[src/rtl/param_updown_counter.sv]
// Parametrised modulo up/down counter with load, enable, terminal count and wrap pulse.
// Define COUNTER_SATURATE_EN to make the count stop at its bounds instead of wrapping.
module param_updown_counter #(
  parameter int unsigned WIDTH   = 4,
  parameter int unsigned MODULUS = 2 ** WIDTH
) (
  input  logic             clk,
  input  logic             reset,
  input  logic             en,
  input  logic             up,
  input  logic             load,
  input  logic [WIDTH-1:0] din,
  output logic [WIDTH-1:0] q,
  output logic             tc,
  output logic             wrap
);

  // One extra bit so MODULUS = 2**WIDTH is representable for the clamp compare.
  localparam logic [WIDTH:0]   MOD_EXT = (WIDTH + 1)'(MODULUS);
  localparam logic [WIDTH-1:0] MAX_Q   = WIDTH'(MODULUS - 1);

  logic [WIDTH-1:0] q_nxt;
  logic             wrap_nxt;

  // Next-state: load beats enable, enable beats hold.
  always_comb begin
    q_nxt    = q;
    wrap_nxt = 1'b0;
    if (load) begin
      q_nxt = ({1'b0, din} >= MOD_EXT) ? MAX_Q : din;
    end else if (en) begin
      if (up) begin
        if (q == MAX_Q) begin
`ifdef COUNTER_SATURATE_EN
          q_nxt = MAX_Q;
`else
          q_nxt    = '0;
          wrap_nxt = 1'b1;
`endif
        end else begin
          q_nxt = q + WIDTH'(1);
        end
      end else begin
        if (q == '0) begin
`ifdef COUNTER_SATURATE_EN
          q_nxt = '0;
`else
          q_nxt    = MAX_Q;
          wrap_nxt = 1'b1;
`endif
        end else begin
          q_nxt = q - WIDTH'(1);
        end
      end
    end
  end

  always_ff @(posedge clk or negedge reset) begin
    if (!reset) begin
      q    <= '0;
      wrap <= 1'b0;
    end else begin
      q    <= q_nxt;
      wrap <= wrap_nxt;
    end
  end

  // Terminal count follows the current direction with no register delay.
  always_comb begin
    tc = (up && (q == MAX_Q)) || (!up && (q == '0));
  end

endmodule

[config.mk]
export PLATFORM = sky130hd
export DESIGN_NAME = param_updown_counter
export DESIGN_NICKNAME = d
export VERILOG_FILES = /design/src/rtl/param_updown_counter.sv
export SDC_FILE = /design/constraint.sdc
export NUM_CORES = 1
export LEC_CHECK = 0
export CORE_AREA = 2 2 39 41
export DETAILED_ROUTE_END_ITERATION = 6
export DIE_AREA = 0 0 41 43
export GPL_ROUTABILITY_DRIVEN = 0
export GPL_TIMING_DRIVEN = 0
export PLACE_DENSITY = 0.66
export REMOVE_ABC_BUFFERS = 1
export SYNTH_ARGS = -nofsm -noshare
export SYNTH_HDL_FRONTEND = slang
export SYNTH_SLANG_ARGS = --single-unit
[constraint.sdc]
create_clock -name clk -period 4.1 [get_ports clk]
set_clock_uncertainty 0.2 [all_clocks]
set_input_delay 0.615 -clock clk [delete_from_list [all_inputs] [get_ports clk]]
set_output_delay 0.615 -clock clk [all_outputs]
set_load 0.01 [all_outputs]
Yosys cells after proc, flatten, opt, wreduce, memory -nomap -nowiden:

Cells that the tools add are included.

* $add $sub $neg: 2
* equality and inequality tests: 1
* multiplexer cells: 10
* reduce and logical (&&, ||, !) cells: 6

Operators with widths (number)
* $mux W4: 5
* $mux W1: 5
* $add A4 B1 Y4 const B: 1
* $eq A4 B4 Y1 const B: 1
* $logic_not A4 Y1: 1
* $sub A4 B1 Y4 const B: 1
* $logic_and A1 B1 Y1: 2
* $reduce_bool A2 Y1: 1
* $logic_not A1 Y1: 1
* $logic_or A1 B1 Y1: 1

* register bits after elaboration: 5
* bits of input ports: 9
* output and inout bits: 6
* word-level logic and storage cells: 21

Depth between registers and ports, before layout:

Gate-level depths: netlist (run 1).

* depth after elaboration: 5
* mapped depth: 7
* mapped depth without buffers: 6

Worst setup path after synthesis (run 1):

Ideal clock, no wire load.

* path kind: reg2out
* start point: reg q[0]
* end point: out tc
* data arrival time: 1393 ps
* data required time: 3285 ps
* path slack: 1892 ps
* stages on the path, launching flop included: 6
* path buffers: 1
* cell sequence: dfrtp_1 buf_2 inv_1 ha_1 or3b_4 o21ai_1

* word-level cells in the longest chain between the ends: 3
* elaborated cells between the ends (all ways): 5
* those cells by class: eq/ne (1); reduce/logical (4)

RTL lines
* start, declared: RTL line 13 `output logic [WIDTH-1:0] q,`
* start signal, assigned: RTL line 63 `q <= q_nxt;`
* $eq A4 B4 Y1 or $logic_not A4 Y1 (tied branches): RTL line 70 `tc = (up && (q == MAX_Q)) || (!up && (q == '0));`
* $logic_and A1 B1 Y1: RTL line 70
* $logic_or A1 B1 Y1 *: RTL line 70
* end, declared: RTL line 14 `output logic tc,`

Mark *: on every way between the ends. The rest lies on a longest branch, timed or not.

Final worst setup path (run 1):

* start point: in up
* end point: out tc

* word-level cells in the longest chain between the ends: 3
* elaborated cells between the ends (all ways): 4
* those cells by class: reduce/logical (4)

RTL lines
* start, declared: RTL line 10 `input logic up,`
* $logic_not A1 Y1: RTL line 70
* $logic_and A1 B1 Y1: RTL line 70
* $logic_or A1 B1 Y1 *: RTL line 70

Marked as above.

==> summary.md, run 1 <==
| Metric | Value |
|---|---|
| Status | finished clean |
| Pwr Density | 327 nW/µm² |
| Die width | 41 µm |
| Fin nets | 70 |
| Core ar. | 1380 µm² |
| RSZ-0062 raised after global routing | no |
| Post-CTS sizing | 0 |
| Max-slew violation count | 0 |
| Syn Std Cell Area | 390 µm² |
| Lkg Pwr | 0.229 nW |
| #FFs+latches synth | 5 |
| Hold Crit Class | input port to async pin |
| Ys Warns | 0 |
| Tot Pwr | 0.181 mW |
| Drt first pass iters | 4 |
| R2R setup slack | 2.19 ns |
| Clock Tree Buf Depth | 2 |
| First-pass GRT wire length | 1360 µm |
| Part of the Yosys area used for sequential elements | 0.321 |
| Fin crit share | 0.764 |
| DR iter-0 viols | 10 |
| Vias in the first global route | 359 |
| CP peak stage delay | 0.56 ns |
| Dpl cells | 70 |
| Critical Path RT | 3.28 ns |
| IO buf count | 14 |
| Max Cap Viol | 0 |
| Finished Core Util | 0.399 |
| Num CTS Buffers | 3 |
| Initial antenna violation count | 0 |
| Final Non-Filler Cells | 74 |
| Skew-Pair Late Insertion Delay | 0.24 ns |
| Largest delay share family, worst path | buffers and inverters |
| Setup bufs post-CTS | 0 |
| Diode count | 0 |
| Placement Setup Slack | 0.960 ns |
| Post-synth EDFFs | 0 |
| Sum of negative setup slack | 0 ns |
| Ys flop type | dfrtp_1 |
| CP max FO | 7 |
| Fin crit period | 3.13 ns |
| Area after DPL | 526 µm² |
| Antenna viol nets, final | 0 |
| # DRC | 0 |
| Hold_ws | 0.396 ns |
| Worst Max-Slew Pin Slew | 0.314 ns |
| Die area | 1760 µm² |
| WP data arrival | 2.32 ns |
| Total GRT Usage | 0.115 |
| Avg Cell Area, Syn | 8.87 µm² |
| Post-CTS Hold Buffers | 0 |
| Cells after Synth | 44 |
| Final Hold Viols | 0 |
| Top Ports | 15 |
| Worst reg2reg path depth | 6 |
| Share of layout cells above drive strength 1 | 0.138 |
| Most frequent cells in the layout | clkdlybuf4s50_1 (14), dfrtp_1 (5), a21oi_1 (4) |
| Layout area overhead | 41.3% |
| DR vias/cell | 4.74 |
| Critical Path Source Type | input port |
| Most frequent CP cell | clkdlybuf4s50_1 |
| H-tree levels | 1 |
| Fraction of registers with async set/reset | 1.00 |
| Die H | 43 µm |
| Global route total overflow | 0 |
| Peak supply drop | 154 µV |
| Number of clock sinks | 5 |
| Distinct cells, synth | 27 |
| Most common cell after layout, fill and taps aside | clkdlybuf4s50_1 |
| Starting density of the core | 0.282 |
| Critical path class | input port to output port |
| CTS root buffer | clkbuf_4 |
| Routed WL per cell | 10.5 µm |
| # rows | 14 |
| Largest net degree at the start of global routing | 11 |
| Slowest CP cell | clkdlybuf4s50_1 |
| Drt total wl | 775 µm |
| CTS tree | done |
| Slew HR | 0.790 |
| Setup ws final | 0.966 ns |
| Worst path bufs/invs | 2 |
| Fin area | 552 µm² |
| Total number of vias | 351 |
| Setup Viol. Count Final | 0 |
| Clock-pin slew on the worst setup and hold paths | 0.04 ns |
| Worst r2r dst | q[0] |
| Crit-path cells | clkdlybuf4s50_1 > or3b_4 > o21ai_1 > clkdlybuf4s50_1 |
| R2R Path Start | q[0] |
| Maximum clock frequency | 0.319 GHz |
| Kind of end point of the critical path | output port |
==> synthesized netlist by cell type, drive strengths merged (2+ instances only) <==
master	number	area (µm²)
dfrtp	5	125
o21ai	5	28.8
ha	2	25.0
inv	3	11.3
a21oi	4	20.0
o31ai	2	15.0
nor2	2	7.51
nand2	3	11.3
buf	4	25.0
==> cells by family (layout without fill, tap and decap cells) <==
group,Yosys count,count (layout),synth area share
compound gates,17,17,0.311
simple gates,10,10,0.141
buf+inv,7,21,0.0929
flops,5,5,0.321
fa+ha+maj,2,2,0.0641
xor+xnor,2,2,0.0449
mux,1,1,0.0256
==> report_power, final <==
group | internal (mW) | switching [mW] | total, mW
Clock | 0.0367 | 0.0191 | 0.0558
Sequential | 0.0545 | 0.0122 | 0.0667
Combinational | 0.0349 | 0.0232 | 0.0581
==> state kept, by name, summed over array words and instances, names as in the netlist <==
register  cells
q             4
wrap          1
==> layout make-up <==
type                    count  area (µm²)
inverters                   3        11.3
repair buffers             14         140
flip-flops and latches      5         125
well taps                  16        20.0
clock buffers               4        26.3
multi-input cells          32         229
fillers                   152         832
==> worst max path at each step <==
stage / start / to / slack (ns) / depth (start not counted)
2_1_floorplan: q[0] / tc / 1.96 / 4
3_5_place_dp: up / tc / 0.96 / 4
3_3_place_gp: up / tc / 0.95 / 4
5_1_grt: up / tc / 0.86 / 4
4_1_cts: up / tc / 0.96 / 4
6_report: up / tc / 0.97 / 4
==> routing by layer <==
metal | wire length [µm] | vias up | GRT usage
li1 | - | 184 | -
met1 | 319 | 158 | 0.132
met2 | 409 | 9 | 0.166
met3 | 46 | 0 | 0.0262
met4 | 0 | 0 | 0.107
met5 | 0 | - | 0
Note: power is estimated with default switching activity, not from simulation.
==> run 2: changes to the inputs <==
clock period = 3.13 ns   (was 4.1 ns; I/O delays follow)
==> results of run 2 <==
Same layout as run 1 (identical final DEF). Status: finished clean.
Among the figures that moved: setup slack after placement 0.960 ns -> 0.281 ns; setup slack after layout 0.966 ns -> 0.287 ns; hold slack 0.396 ns -> 0.250 ns; register-to-register setup slack 2.19 ns -> 1.22 ns; total power 0.181 mW -> 0.237 mW; worst IR drop on VDD 154 µV -> 201 µV
==> run 3: changes to the inputs <==
CTS_CLUSTER_DIAMETER = 120   (was not set)
SKIP_LAST_GASP = 1   (was not set)
==> results of run 3 <==
Same layout as run 1 (identical final DEF). Status: finished clean.
Among the figures that moved: setup slack after placement 0.960 ns -> 0.281 ns; setup slack after layout 0.966 ns -> 0.287 ns; hold slack 0.396 ns -> 0.250 ns; register-to-register setup slack 2.19 ns -> 1.22 ns; total power 0.181 mW -> 0.237 mW; worst IR drop on VDD 154 µV -> 201 µV
